[config.mk]
export PLATFORM = sky130hd
export DESIGN_NAME = hazard_scoreboard
export DESIGN_NICKNAME = d
export VERILOG_FILES = /design/src/rtl/hazard_pkg.sv /design/src/rtl/hazard_scoreboard_sb_counter.sv /design/src/rtl/hazard_scoreboard.sv
export SDC_FILE = /design/constraint.sdc
export NUM_CORES = 1
export LEC_CHECK = 0
export CAP_MARGIN = 10
export CORE_MARGIN = 4
export CORE_UTILIZATION = 67
export CTS_BUF_LIST = sky130_fd_sc_hd__clkbuf_8
export DETAILED_ROUTE_END_ITERATION = 10
export DONT_BUFFER_PORTS = 1
export HOLD_SLACK_MARGIN = 0.12
export PLACE_DENSITY = 0.85
export REMOVE_ABC_BUFFERS = 1
export SETUP_SLACK_MARGIN = 0.3
export SYNTH_ARGS = -nofsm -noshare
export SYNTH_HDL_FRONTEND = slang
export SYNTH_HIERARCHICAL = 1
export SYNTH_SLANG_ARGS = --single-unit
export TNS_END_PERCENT = 30
[constraint.sdc]
create_clock -name clk -period 5.21 [get_ports clk]
set_input_delay 0.2605 -clock clk [delete_from_list [all_inputs] [get_ports clk]]
set_output_delay 0.2605 -clock clk [all_outputs]
set_load 0.02 [all_outputs]
[src/rtl/hazard_pkg.sv]
// rtl/hazard_pkg.sv - shared sizing and load-value helpers for the hazard scoreboard
package hazard_pkg;

    localparam int NUM_REGS_DEF = 16;
    localparam int REG_W_DEF    = 4;
    localparam int NUM_SRC_DEF  = 2;
    localparam int WB_DEPTH_DEF = 2;
    localparam int LAT_W_DEF    = 3;
    localparam int SC_W_DEF     = 16;

    // Counter must hold the longest load value: WB_DEPTH plus the largest extra latency.
    function automatic int cnt_width(input int wb_depth, input int lat_w);
        return $clog2(wb_depth + (2 ** lat_w) + 1);
    endfunction

    // Cycles a dependent must wait after the writer issues.
    function automatic int load_value(input bit forward_en, input bit mem_r,
                                      input int xlat, input int wb_depth);
        if (forward_en)
            return xlat + (mem_r ? 1 : 0);
        else
            return wb_depth + xlat;
    endfunction

endpackage

[src/rtl/hazard_scoreboard_sb_counter.sv]
// rtl/hazard_scoreboard_sb_counter.sv - per-register countdown with load-max and hold
module sb_counter #(
    parameter int CW = 4
) (
    input  logic          clk,
    input  logic          rst,
    input  logic          hold,
    input  logic          load,
    input  logic [CW-1:0] load_val,
    output logic [CW-1:0] cnt,
    output logic          busy
);

    logic [CW-1:0] dec;
    logic [CW-1:0] next_cnt;

    always_comb begin
        dec      = (cnt != '0) ? cnt - CW'(1) : '0;
        next_cnt = dec;
        // Keep the larger value so a short younger writer cannot release an older long one.
        if (load && (load_val > dec))
            next_cnt = load_val;
    end

    always_ff @(posedge clk) begin
        if (rst)
            cnt <= '0;
        else if (!hold)
            cnt <= next_cnt;
    end

    assign busy = (cnt != '0);

endmodule

[src/rtl/hazard_scoreboard.sv]
// rtl/hazard_scoreboard.sv - ID-stage countdown scoreboard driving freeze/bubble and stall statistics
module hazard_scoreboard
    import hazard_pkg::*;
#(
    parameter int NUM_REGS = NUM_REGS_DEF,
    parameter int REG_W    = REG_W_DEF,
    parameter int NUM_SRC  = NUM_SRC_DEF,
    parameter int WB_DEPTH = WB_DEPTH_DEF,
    parameter int LAT_W    = LAT_W_DEF,
    parameter int CW       = cnt_width(WB_DEPTH_DEF, LAT_W_DEF),
    parameter int SC_W     = SC_W_DEF
) (
    input  logic                     clk,
    input  logic                     rst,
    input  logic [NUM_SRC*REG_W-1:0] src_idx,
    input  logic [NUM_SRC-1:0]       src_valid,
    input  logic                     id_valid,
    input  logic                     id_wb_en,
    input  logic [REG_W-1:0]         id_dest,
    input  logic                     id_mem_r,
    input  logic [LAT_W-1:0]         id_xlat,
    input  logic                     forward_en,
    input  logic                     stall_in,
    input  logic                     flush,
    output logic                     hazard_detected,
    output logic [NUM_SRC-1:0]       hazard_src,
    output logic [NUM_REGS-1:0]      busy_vec,
    output logic [SC_W-1:0]          stall_count
);

    localparam int IDX_N = 2 ** REG_W;

    logic              issue;
    logic [CW-1:0]     load_val;
    logic [IDX_N-1:0]  busy_pad;

    // Indices beyond NUM_REGS read as never busy.
    assign busy_pad = IDX_N'(busy_vec);

    for (genvar k = 0; k < NUM_SRC; k++) begin : g_src
        logic [REG_W-1:0] idx;
        assign idx           = src_idx[k*REG_W +: REG_W];
        assign hazard_src[k] = src_valid[k] & busy_pad[idx];
    end

    assign hazard_detected = id_valid & ~flush & (|hazard_src);
    assign issue           = id_valid & id_wb_en & ~hazard_detected & ~stall_in & ~flush;
    assign load_val        = CW'(load_value(forward_en, id_mem_r, int'(id_xlat), WB_DEPTH));

    for (genvar r = 0; r < NUM_REGS; r++) begin : g_reg
        logic [CW-1:0] cnt;
        sb_counter #(.CW(CW)) u_cnt (
            .clk      (clk),
            .rst      (rst),
            .hold     (stall_in),
            .load     (issue && (id_dest == REG_W'(r))),
            .load_val (load_val),
            .cnt      (cnt),
            .busy     (busy_vec[r])
        );
    end

    always_ff @(posedge clk) begin
        if (rst)
            stall_count <= '0;
        else if (hazard_detected && !stall_in && (stall_count != '1))
            stall_count <= stall_count + SC_W'(1);
    end

endmodule
; ---- Yosys cells after proc, flatten, opt, wreduce, memory -nomap -nowiden
; Cells that the tools add are included.
[word_totals]
ff_bits = 80
[op_classes]
add_sub_neg = 19
order_cmp = 18
n_eq_ne = 16
muxes = 38
bitwise = 11
reduce_logical = 53
[op_table]
columns = operator, n
row1 = $mux W4, 33
row2 = $gt A4 B4 Y1, 16
row3 = $reduce_bool A4 Y1, 16
row4 = $sub A4 B1 Y4 const B, 16
row5 = $logic_and A1 B1 Y1, 34
row6 = $eq A4 B4 Y1 const B, 8
row7 = $add A16 B1 Y16 const B, 1
row8 = $eq A4 B3 Y1 const B, 4
row9 = $ne A16 B16 Y1 const B, 1
row10 = $lt A4 B5 Y1 const B, 2
row11 = $and A1 B1 Y1, 8
row12 = $bmux W1 S4, 2
row13 = $eq A4 B2 Y1 const B, 2
row14 = $add A2 B3 Y4 const A, 1
row15 = $add A3 B1 Y4, 1
row16 = $eq A4 B1 Y1 const B, 1
row17 = $logic_not A4 Y1, 1
row18 = $mux W1, 3
row19 = $not A1 Y1, 3
row20 = $reduce_or A2 Y1, 1
row21 = $logic_not A1 Y1, 1

; ---- Depth between registers and ports, before layout
; Gate-level depths: netlist of the first run.
[depth]
ltp_word = 13
ltp_mapped = 13

; ---- Modules after synthesis
; The synthesis of the first run kept the hierarchy.
[modules_own_cells]
columns = mod, instances, cells_each, area_per_inst_um2, seq_area_each_um2
row1 = sb_counter (g_reg[0].u_cnt ...), 12, 47, 389.1, 80.1
row2 = hazard_scoreboard, 1, 184, 1564.0, 320.3
row3 = sb_counter (g_reg[4].u_cnt ...), 3, 47, 402.9, 80.1
row4 = sb_counter (g_reg[3].u_cnt), 1, 53, 442.9, 80.1

; ---- Least setup slack after synthesis of the first run
; Ideal clock, no wire load.
[synth_path]
kind = in2reg
startpoint = input id_mem_r
endpoint = register g_reg[0].u_cnt.cnt[3]
arrival_ns = 3.658
slack_ns = 1.413
stages = 8
path_cell_list = ha_1 > inv_1 > a21boi_0 > ha_1 > nand4_1 > nand2_2 > a2111oi_0 > a311oi_1
[synth_via]
elab_chain_cells = 6
[synth_rtl]
columns = item, line
row1 = "start, declared", hazard_scoreboard.sv:20  ; input logic id_mem_r,
row2 = $mux W1 *, hazard_pkg.sv:20  ; return xlat + (mem_r ? 1 : 0);
row3 = $add A3 B1 Y4 *, hazard_pkg.sv:20
row4 = $mux W4 *, hazard_pkg.sv:19  ; if (forward_en)
row5 = via load_val[3], hazard_scoreboard.sv:34  ; logic [CW-1:0] load_val;
row6 = $gt A4 B4 Y1, hazard_scoreboard_sb_counter.sv:21  ; if (load && (load_val > dec))
row7 = $logic_and A1 B1 Y1, hazard_scoreboard_sb_counter.sv:21
row8 = $mux W4 *, hazard_scoreboard_sb_counter.sv:21
row9 = "end signal, assigned", hazard_scoreboard_sb_counter.sv:29  ; cnt <= next_cnt;
row10 = "end, declared", hazard_scoreboard_sb_counter.sv:10  ; output logic [CW-1:0] cnt,
; The timed path passes the listed nets; every way through them passes the cells marked *.
; A chain may end at the register's enable or synchronous reset.

; ---- Worst setup path in the final report of the first run
[layout_path]
startpoint = register g_reg[15].u_cnt.cnt[3]
endpoint = register g_reg[5].u_cnt.cnt[0]
[layout_via]
elab_chain_cells = 13
[layout_rtl]
columns = item, line
row1 = "start, declared", hazard_scoreboard_sb_counter.sv:10
row2 = "start signal, assigned", hazard_scoreboard_sb_counter.sv:29
row3 = $reduce_bool A4 Y1 *, hazard_scoreboard_sb_counter.sv:32  ; assign busy = (cnt != '0);
row4 = via busy_vec[15], hazard_scoreboard.sv:27  ; output logic [NUM_REGS-1:0] busy_vec,
row5 = $bmux W1 S4, hazard_scoreboard.sv:43  ; assign hazard_src[k] = src_valid[k] & busy_pad[idx];
row6 = $mux W1 (implied by the code), hazard_scoreboard.sv:43
row7 = $and A1 B1 Y1, hazard_scoreboard.sv:43
row8 = $reduce_or A2 Y1 *, hazard_scoreboard.sv:46  ; assign hazard_detected = id_valid & ~flush & (|hazard_src);
row9 = $and A1 B1 Y1 *, hazard_scoreboard.sv:46
row10 = $not A1 Y1 *, hazard_scoreboard.sv:47  ; assign issue = id_valid & id_wb_en & ~hazard_detected & ~stall_in & ~flush;
row11 = $and A1 B1 Y1 * (3 in a row), hazard_scoreboard.sv:47
row12 = $logic_and A1 B1 Y1 *, hazard_scoreboard.sv:56  ; .load (issue && (id_dest == REG_W'(r))),
row13 = $logic_and A1 B1 Y1 *, hazard_scoreboard_sb_counter.sv:21
row14 = $mux W4 *, hazard_scoreboard_sb_counter.sv:21
row15 = "end signal, assigned", hazard_scoreboard_sb_counter.sv:29
row16 = "end, declared", hazard_scoreboard_sb_counter.sv:10
; The timed path passes the listed nets; every way through them passes the cells marked *. The select of a mux whose other input is x is not followed.

==> impl_metrics.ini, run 1 <==
[synth]
synth_async_sr_flop_share = 0
postSynth.topFlopCell = dfxtp_1
netlist_area_mm2 = 0.00789
ys_ff_latch = 80
synth-xor-area-share = 0.00111
synth_cells = 942
synth_compound_gate_area_share = 0.324
synth.avg_cell_area_um2 = 8.37
ys.warnings.count = 6
synth.area.mux_share = 0.0589
synth_sequential_area_ratio = 0.203
ys_types = 61
synth_top_family_by_area = compound AO/OA/AOI/OAI gates
synthAdderAreaFrac = 0.108
synth_simple_gate_area_frac = 0.269
synth-edff-count = 0

[worst_setup_path]
worst_ep_arrival_time_ns = 4.07
timing.critical_path.fanout_max = 26
setup.worst_path.start_class = register
critPathLaunch = g_reg[15].u_cnt/cnt[3]$_SDFFE_PP0N_
worst_r2r_startpoint = g_reg[15].u_cnt/cnt[3]$_SDFFE_PP0N_
setup.worst_path.class = reg -> reg
endpoint_class_of_the_critical_path = register
crit_required_ns = 5.45

[timing]
rsz0062_at_grt = no
timing.clock.skew_ns = 0.0123
timing_worst_slew_pin_value_ns = 1.20
timing_hold_violations_final = 0
timing.fmax_ghz = 0.261
post-route-period-util = 0.735
final.hold.worst_slack_ns = 0.140
final_count_of_negative_setup_slack_endpoints = 0
slew-limit-headroom = 0.199
fin_setup_tns_ns = 0
timing.final.ws_setup_ns = 1.38
report.final.slew_viol_count = 0
final.min_clock_period_ns = 3.83

[floorplanning]
boundaryPins = 60
dieWidth_um = 116
floorplan.initialDensity = 0.688
die_h_um = 116
rows = 39
core_mm2 = 0.0115
design.die.area_mm2 = 0.0136

[pwr]
power_density_mw_per_mm2 = 223
worst_ir_drop_vdd_mv = 0.173
leakage_power_uw = 0.00323

[routing]
drt-vias-per-instance = 6.72
final_antenna_net_count = 0
dr_total_vias = 7370
postRouteWirelength_um = 20400
drt_first_pass_iters = 5
remaining_drc_errors = 0
wl_per_cell_um = 18.6
detail_route.iter0.violations = 640

[clock_tree]
cts_inserted_buffers = 9
worstSkewPairLatency_ns = 0.38
cts_num_sinks = 80
clk_tree_root_cell = clkbuf_8
h-tree-depth = 3
cts-resized-gates = 0
cts_tree = built
post-cts-setup-buffer-count = 0
worst_setup_hold_path_clk_slew_ns = 0.09
ctsLongestPathBuffers = 2

[worst_hold_path]
hold_path_startpoint = rst
type_of_the_tightest_min_delay_check = in -> reg

[global_routing]
first_global_vias = 7066
grt_usage = 0.305
remaining_overflow_grt = 0
first_pass_grt_wire_length_um = 33200
largest_net_degree_at_the_start_of_global_routing = 69
antenna_found_initial = 0

[flow_run]
drv_cap = 0

[run_status]
outcome = finished clean

[placed_design]
dp.final_hpwl_um = 13600
dp_worst_setup_slack_ns = 1.50
io_buffer_count = 0
gpl.final_weighted_congestion = 0.821

[layout]
final_layout_size_suffix_gt1_frac = 0.157
fill_cells = 909
design.final.nets = 1041
areaGrowthSynthToFinish_pct = 5.70
sequential cells by signal, summed over array words and instances (netlist names):
name	flops
g.u_cnt/cnt	64
stall_count	16
cells in the mapped netlist, drive strengths merged (23+ instances only):
library cell,number,area share
nand4,23,0.020
inv,52,0.025
ha,68,0.11
nor2b,46,0.052
o211ai,48,0.073
a21o,33,0.031
nor2,110,0.052
dfxtp,80,0.20
a211o,32,0.041
a21oi,40,0.033
mux2i,25,0.032
nor3,34,0.023
nand2,102,0.053
a2111oi,33,0.041
cell usage in the layout (no fill, tap or decap), types with 16 or more instances in the layout:
cell	netlist	routed
ha_1	68	68
a21o_1	33	33
o21a_1	16	16
nand2_1	87	87
a21oi_1	25	24
a211o_2	32	32
nor2_1	110	110
and2_1	17	17
mux2i_1	25	25
a2111oi_0	25	25
dfxtp_1	80	80
o31ai_1	19	19
inv_1	52	53
a211oi_1	16	16
nand4_1	22	22
o21ai_0	18	17
nor2b_1	30	30
o211ai_1	31	31
nor3_1	32	32
nand2b_1	21	21
nor2b_4	16	16
metal layers:
layer  vias to the layer above  wire [um]  GRT usage
li1                       3586          -          -
met1                      3445       8550      0.371
met5                         -          0          0
met2                       287       9250      0.502
met4                         0        587      0.126
met3                        52       1990     0.0902
cell families (layout without fill, tap and decap cells):
family,after synthesis,in the layout
AND/OR/NAND/NOR,393,393
AO/OA/AOI/OAI,295,295
flip-flops,80,80
adder cells (fa/ha/maj),68,68
buffers and inverters,65,76
multiplexers,40,40
XOR/XNOR,1,1
other,0,1
final cells by class:
type / count / area [um2] / share of cell area
inverters: 52 / 195 / 0.0234
diodes: 1 / 2.50 / 0.000300
clock inverters: 7 / 87.6 / 0.0105
multi-input cells: 797 / 6040 / 0.724
flip-flops and latches: 80 / 1600 / 0.192
repair buffers: 8 / 108 / 0.0129
clock buffers: 9 / 124 / 0.0149
well taps: 143 / 179 / 0.0215
critical path, cell delays in order, from the launching register on:
cell and delay (ns):
dfxtp_1 0.35, nor3_1 0.27, nand2_1 0.29, mux4_2 0.55, o2111a_1 0.28, nor4_4 0.29
buf_4 0.33, nand4_4 0.18, nor3_1 0.34, nand2_2 0.15, a2111oi_0 0.55, a211oi_1 0.10
path summary, 6_finish.rpt:
kind,endpoint,slack [ns],cells past startpoint
worst min-delay path,g_reg[10].u_cnt/cnt[2]$_SDFFE_PP0N_,0.14,3
worst max-delay path,g_reg[5].u_cnt/cnt[0]$_SDFFE_PP0N_,1.38,11
worst max register to register,g_reg[5].u_cnt/cnt[0]$_SDFFE_PP0N_,1.38,11
worst min register to register,g_reg[9].u_cnt/cnt[1]$_SDFFE_PP0N_,0.54,2
through the flow:
step | area, um2 | cells | util | total power [uW]
finish | 8330 | 1097 | 0.727 | 1860
global route | 8330 | 1096 | 0.727 | 1950
CTS | 8330 | 1096 | 0.727 | 1860
detailed placement | 8040 | 1075 | 0.701 | 1320
global placement | 8040 | 1075 | 0.701 | 1300
floorplan | 7800 | 929 | - | 1200
power by group:
group	switching, uW	internal, uW
registers	32.8	637
clock network	248	267
logic	412	260
repair_timing:
action,4_1_cts,5_1_grt
setup endpoints to repair,0,0
hold buffers,5,0
endpoints found under the hold margin,74,0
No activity file was read; power rests on OpenSTA's default activity.
==> run 2, diff against run 1 <==
==> constraint.sdc (replaced) <==
create_clock -name clk -period 3.66 [get_ports clk]
set_input_delay 0.183 -clock clk [delete_from_list [all_inputs] [get_ports clk]]
set_output_delay 0.183 -clock clk [all_outputs]
set_load 0.02 [all_outputs]
==> run 2 against run 1 <==
  * Global-route usage decreased by 0.69 points
  * Fmax increased by 16%
  * Clock skew fell by 0.0017 ns
  * Utilization is 1.8 points higher
  * Critical endpoint is now g_reg[10].u_cnt/cnt[0]$_SDFFE_PP0N_
  * Largest cell class unchanged
==> impl_metrics.ini, run 2 (synthesis gave the netlist of run 1 again) <==
[floorplanning]
rows = 39
dieWidth_um = 116
boundaryPins = 60
core_mm2 = 0.0115
design.die.area_mm2 = 0.0136
die_h_um = 116
floorplan.initialDensity = 0.688

[clock_tree]
cts_tree = built
worst_setup_hold_path_clk_slew_ns = 0.08
cts_inserted_buffers = 9
ctsLongestPathBuffers = 2
clk_tree_root_cell = clkbuf_8
h-tree-depth = 3
worstSkewPairLatency_ns = 0.38
cts_num_sinks = 80

[global_routing]
remaining_overflow_grt = 0
first_global_vias = 6995
antenna_found_initial = 0
grt_usage = 0.298
largest_net_degree_at_the_start_of_global_routing = 93
first_pass_grt_wire_length_um = 32800

[layout]
antenna_cells = 0
areaGrowthSynthToFinish_pct = 8.38
final-instance-count-excl-fill = 1111
reg.largest.list = g.u_cnt/cnt (64), stall_count (16)
largest_register_ffs = 64
final_common_cell = nor2_1
mostFrequentLayoutCells = 110 x nor2_1, 86 x nand2_1, 80 x dfxtp_1, 68 x ha_1, 52 x inv_1
design.final.nets = 1057
regMostFlops = g.u_cnt/cnt
final_layout_size_suffix_gt1_frac = 0.193

[routing]
detail_route.iter0.violations = 605
drt_first_pass_iters = 5
final_antenna_net_count = 0
postRouteWirelength_um = 20300
drt-vias-per-instance = 6.71
dr_total_vias = 7451
remaining_drc_errors = 0
wl_per_cell_um = 18.3

[worst_setup_path]
endpoint_class_of_the_critical_path = register
crit_required_ns = 3.91
crit_buf_inv = 1
setup.worst_path.class = reg -> reg
cell_at_the_slowest_stage_of_the_critical_path = mux4_2
critical_path.max_stage_delay_ns = 0.49
crit_path_cell_trace = nor3_1 -> nand2_1 -> mux4_2 -> o2111a_1 -> nor4_4 -> buf_4 -> nand4b_4 -> nor3_1 -> nand2_2 -> a2111oi_0 -> a211oi_1
critPathMostFrequentCell = nor3_1
timing.critical_path.fanout_max = 6
cp_top_family = simple AND/OR/NAND/NOR gates
setup.worst_path.start_class = register
worst_ep_arrival_time_ns = 3.54

[placed_design]
place.detailed.instances = 1092
dp_worst_setup_slack_ns = 0.196
gpl.final_weighted_congestion = 0.897
dp.final_hpwl_um = 14200
io_buffer_count = 0

[timing]
final.hold.worst_slack_ns = 0.140
final.min_clock_period_ns = 3.29
timing.final.ws_setup_ns = 0.367
timing.fmax_ghz = 0.304
timing_hold_violations_final = 0
report.final.slew_viol_count = 0
timing.clock.skew_ns = 0.0105
rsz0062_at_grt = yes
slew-limit-headroom = 0.422
final_count_of_negative_setup_slack_endpoints = 0
post-route-period-util = 0.900
fin_setup_tns_ns = 0
timing_worst_slew_pin_value_ns = 0.868

[run_status]
outcome = finished clean

[worst_hold_path]
type_of_the_tightest_min_delay_check = in -> reg

[pwr]
power_density_mw_per_mm2 = 304
worst_ir_drop_vdd_mv = 0.215
leakage_power_uw = 0.00331

[flow_run]
drv_cap = 0
-- run 2: cell types whose count changed in the layout (fill, tap and decap cells not counted), sizes merged --
cell | previous run | this run
buf | 5 | 23
bufinv | 2 | 0
clkbuf | 9 | 11
dlygate4sd3 | 3 | 1
diode | 1 | 0
inv | 53 | 52
-- run 2: final timing paths --
kind	cells after the start	slack, ns	from	endpoint
setup / recovery	11	0.37	g_reg[2].u_cnt/cnt[3]$_SDFFE_PP0N_	g_reg[10].u_cnt/cnt[0]$_SDFFE_PP0N_
setup reg to reg	11	0.37	g_reg[2].u_cnt/cnt[3]$_SDFFE_PP0N_	g_reg[10].u_cnt/cnt[0]$_SDFFE_PP0N_
hold / removal	3	0.14	stall_in	g_reg[3].u_cnt/cnt[1]$_SDFFE_PP0N_
hold reg to reg	2	0.53	g_reg[13].u_cnt/cnt[1]$_SDFFE_PP0N_	g_reg[13].u_cnt/cnt[1]$_SDFFE_PP0N_
-- run 2: power by group --
| group | total (uW) | switching, uW | leakage [uW] | internal, uW |
|---|---|---|---|---|
| sequential | 954 | 46.9 | 0.000653 | 907 |
| clock | 619 | 344 | 0.0000947 | 275 |
| combinational | 1020 | 619 | 0.00256 | 405 |
-- run 2: per-stage QoR --
stage	area [um2]	util	power (uW)
2_1_floorplan	7800	-	1710
3_3_place_gp	8160	0.712	1890
3_5_place_dp	8160	0.712	1920
4_1_cts	8410	0.733	2580
5_1_grt	8550	0.745	2730
6_report	8550	0.745	2600
-- run 2: layout make-up --
type / instances / area, um2
fillers: 867 / 2920
flip-flops and latches: 80 / 1600
clock buffers: 11 / 151
inverters: 52 / 195
repair buffers: 24 / 223
well taps: 143 / 179
multi-input cells: 797 / 6180
clock inverters: 4 / 20.0
-- run 2: repair_timing --
item / CTS / global route
endpoints found under the setup margin: 18 / 42
endpoints found under the hold margin: 80 / 0
buffers inserted: 1 / 0
pin swaps: 1 / 0
resized for setup: 0 / 36
hold buffers: 3 / 0
-- run 2: worst register-to-register path: cells and delay by family (launching register included) --
family | cells | cell delay [ns]
buffers and inverters | 1 | 0.20
AND/OR/NAND/NOR | 6 | 1.36
flip-flops | 1 | 0.35
multiplexers | 1 | 0.49
AO/OA/AOI/OAI | 3 | 0.78
-- run 2: metal layers --
metal	GRT usage	wire length [um]	up-vias
li1	-	-	3636
met3	0.0808	1880	42
met1	0.370	8470	3476
met5	0	0	-
met4	0.135	473	0
met2	0.482	9510	297
==> run 3, diff against run 2 <==
--- a/config.mk
+++ b/config.mk
@@ -5,6 +5,7 @@
 export SDC_FILE = /design/constraint.sdc
 export NUM_CORES = 1
 export LEC_CHECK = 0
+export ABC_AREA = 0
 export CAP_MARGIN = 10
 export CORE_MARGIN = 4
 export CORE_UTILIZATION = 67
@@ -12,7 +13,7 @@
 export DETAILED_ROUTE_END_ITERATION = 10
 export DONT_BUFFER_PORTS = 1
 export HOLD_SLACK_MARGIN = 0.12
-export PLACE_DENSITY = 0.85
+export PLACE_DENSITY = 0.94
 export REMOVE_ABC_BUFFERS = 1
 export SETUP_SLACK_MARGIN = 0.3
 export SYNTH_ARGS = -nofsm -noshare
==> constraint.sdc (replaced) <==
create_clock -name clk -period 3.3 [get_ports clk]
set_input_delay 0.165 -clock clk [delete_from_list [all_inputs] [get_ports clk]]
set_output_delay 0.165 -clock clk [all_outputs]
set_load 0.02 [all_outputs]
==> run 3 against run 2 <==
  * The run now ends with design-rule violations, negative setup slack left
  * Routed wire length grew 47%
  * Power grew 25%
  * Via count up 23%
  * Flip-flop and latch count stayed put
  * Highest routed layer unchanged
==> impl_metrics.ini, run 3 (synthesis gave the netlist of run 1 again) <==
[run_status]
outcome = complete, but fails checks
violations = design-rule violations, negative setup slack

[floorplanning]
core_mm2 = 0.0115
rows = 39
dieWidth_um = 116
boundaryPins = 60
design.die.area_mm2 = 0.0136
floorplan.initialDensity = 0.688
die_h_um = 116

[layout]
areaGrowthSynthToFinish_pct = 20.8
largest_register_ffs = 64
final_common_cell = nor2_1
fill_cells = 564
final_layout_size_suffix_gt1_frac = 0.285
multi_input_comb_area_mm2 = 0.00666
final_design_area_no_fill_mm2 = 0.00953
antenna_cells = 0
reg.largest.list = g.u_cnt/cnt (64), stall_count (16)
regArea_mm2 = 0.00162
design.final.nets = 1112
mostFrequentLayoutCells = 109 x nor2_1, 80 x nand2_1, 69 x dfxtp_1, 68 x ha_1, 63 x buf_4
regMostFlops = g.u_cnt/cnt

[worst_setup_path]
setup.worst_path.start_class = register
cell_at_the_slowest_stage_of_the_critical_path = a2111oi_2
crit_path_cell_trace = nor3_2 -> nand2_1 -> buf_4 -> mux2i_1 -> a22oi_1 -> o2111a_2 -> nor4_4 -> buf_6 -> nand4_4 -> nor3_2 -> nand2_2 -> a2111oi_2 -> a311oi_1
worst_ep_arrival_time_ns = 3.88
critical_path.max_stage_delay_ns = 0.41
timing.critical_path.fanout_max = 6
endpoint_class_of_the_critical_path = register
worst-r2r-cell-count = 13
critPathMostFrequentCell = nor3_2
crit_required_ns = 3.58
setup.worst_path.class = reg -> reg

[pwr]
power_density_mw_per_mm2 = 342
leakage_power_uw = 0.00368
worst_ir_drop_vdd_mv = 0.348

[timing]
timing_hold_violations_final = 0
final.min_clock_period_ns = 3.60
slew-limit-headroom = 0.143
final_count_of_negative_setup_slack_endpoints = 54
timing.clock.skew_ns = 0.0130
timing.final.ws_setup_ns = -0.301
fin_setup_tns_ns = -6.20
timing.fmax_ghz = 0.278
post-route-period-util = 1.09
rsz0062_at_grt = yes
timing_worst_slew_pin_value_ns = 1.28
report.final.slew_viol_count = 0

[routing]
remaining_drc_errors = 18
drt_first_pass_iters = 11
postRouteWirelength_um = 29900
detail_route.iter0.violations = 1902
dr_total_vias = 9143
final_antenna_net_count = 0
wl_per_cell_um = 25.6
drt-vias-per-instance = 7.83

[placed_design]
dp_worst_setup_slack_ns = 0.0350
placedInstanceArea_mm2 = 0.00847
dp.final_hpwl_um = 15000
gpl.final_weighted_congestion = 0.982
io_buffer_count = 0

[flow_run]
drv_cap = 0

[clock_tree]
h-tree-depth = 3
cts_tree = built
ctsLongestPathBuffers = 2
cts_num_sinks = 80
clk_tree_root_cell = clkbuf_8
worst_setup_hold_path_clk_slew_ns = 0.09
worstSkewPairLatency_ns = 0.40
cts_inserted_buffers = 9

[worst_hold_path]
min_path_cells = 4
type_of_the_tightest_min_delay_check = in -> reg

[global_routing]
first_global_vias = 7982
grt_usage = 0.347
largest_net_degree_at_the_start_of_global_routing = 94
antenna_found_initial = 1
first_pass_grt_wire_length_um = 38000
remaining_overflow_grt = 0
-- run 3: cell type report --
cell class	count	share of cell area
tap	143	0.0188
sequential	80	0.170
timing repair buffer	79	0.0715
inverter	52	0.0205
clock inverter	6	0.00631
multi-input combinational	797	0.699
clock buffer	10	0.0144
-- run 3: report_power, final --
part           total (uW)  switching (uW)  leakage, uW  internal, uW
clock network         786             419     0.000103           366
registers            1060            56.1     0.000658          1010
logic                1410             896      0.00292           514
-- run 3: what timing repair did --
item,4_1_cts,5_1_grt
endpoints found under the hold margin,80,0
gates resized for setup,55,89
setup endpoints to repair,64,66
setup buffers,4,8
pin swaps,9,22
hold buffers,6,0
-- run 3: worst max-delay path: cells and delay by family (launching register included) --
family / cells / cell delay (ns)
simple gates: 6 / 1.53
buf+inv: 2 / 0.34
mux: 1 / 0.34
flops: 1 / 0.33
compound gates: 4 / 0.91
-- run 3: path summary, 6_finish.rpt --
kind	slack, ns	to	startpoint
min reg2reg	0.55	g_reg[14].u_cnt/cnt[1]$_SDFFE_PP0N_	g_reg[14].u_cnt/cnt[1]$_SDFFE_PP0N_
max reg2reg	-0.30	g_reg[5].u_cnt/cnt[3]$_SDFFE_PP0N_	g_reg[8].u_cnt/cnt[3]$_SDFFE_PP0N_
max	-0.30	g_reg[5].u_cnt/cnt[3]$_SDFFE_PP0N_	g_reg[8].u_cnt/cnt[3]$_SDFFE_PP0N_
min	0.17	g_reg[10].u_cnt/cnt[1]$_SDFFE_PP0N_	id_dest[0]
-- run 3: per-layer routing --
| layer | vias up | track usage | share of wire |
|---|---|---|---|
| met2 | 898 | 0.572 | 0.43 |
| met4 | 0 | 0.184 | 0.098 |
| li1 | 3741 | - | - |
| met5 | - | 0 | 0 |
| met1 | 4126 | 0.399 | 0.33 |
| met3 | 378 | 0.115 | 0.15 |
-- run 3: per-stage QoR --
stage | hold WS, ns | power [uW] | std cells | utilization
floorplan | 0.230 | 1890 | 929 | -
global placement | 0.252 | 2120 | 1133 | 0.739
detailed placement | 0.248 | 2160 | 1133 | 0.739
CTS | 0.145 | 3010 | 1159 | 0.787
global route | 0.150 | 3340 | 1167 | 0.831
finish | 0.167 | 3260 | 1167 | 0.831
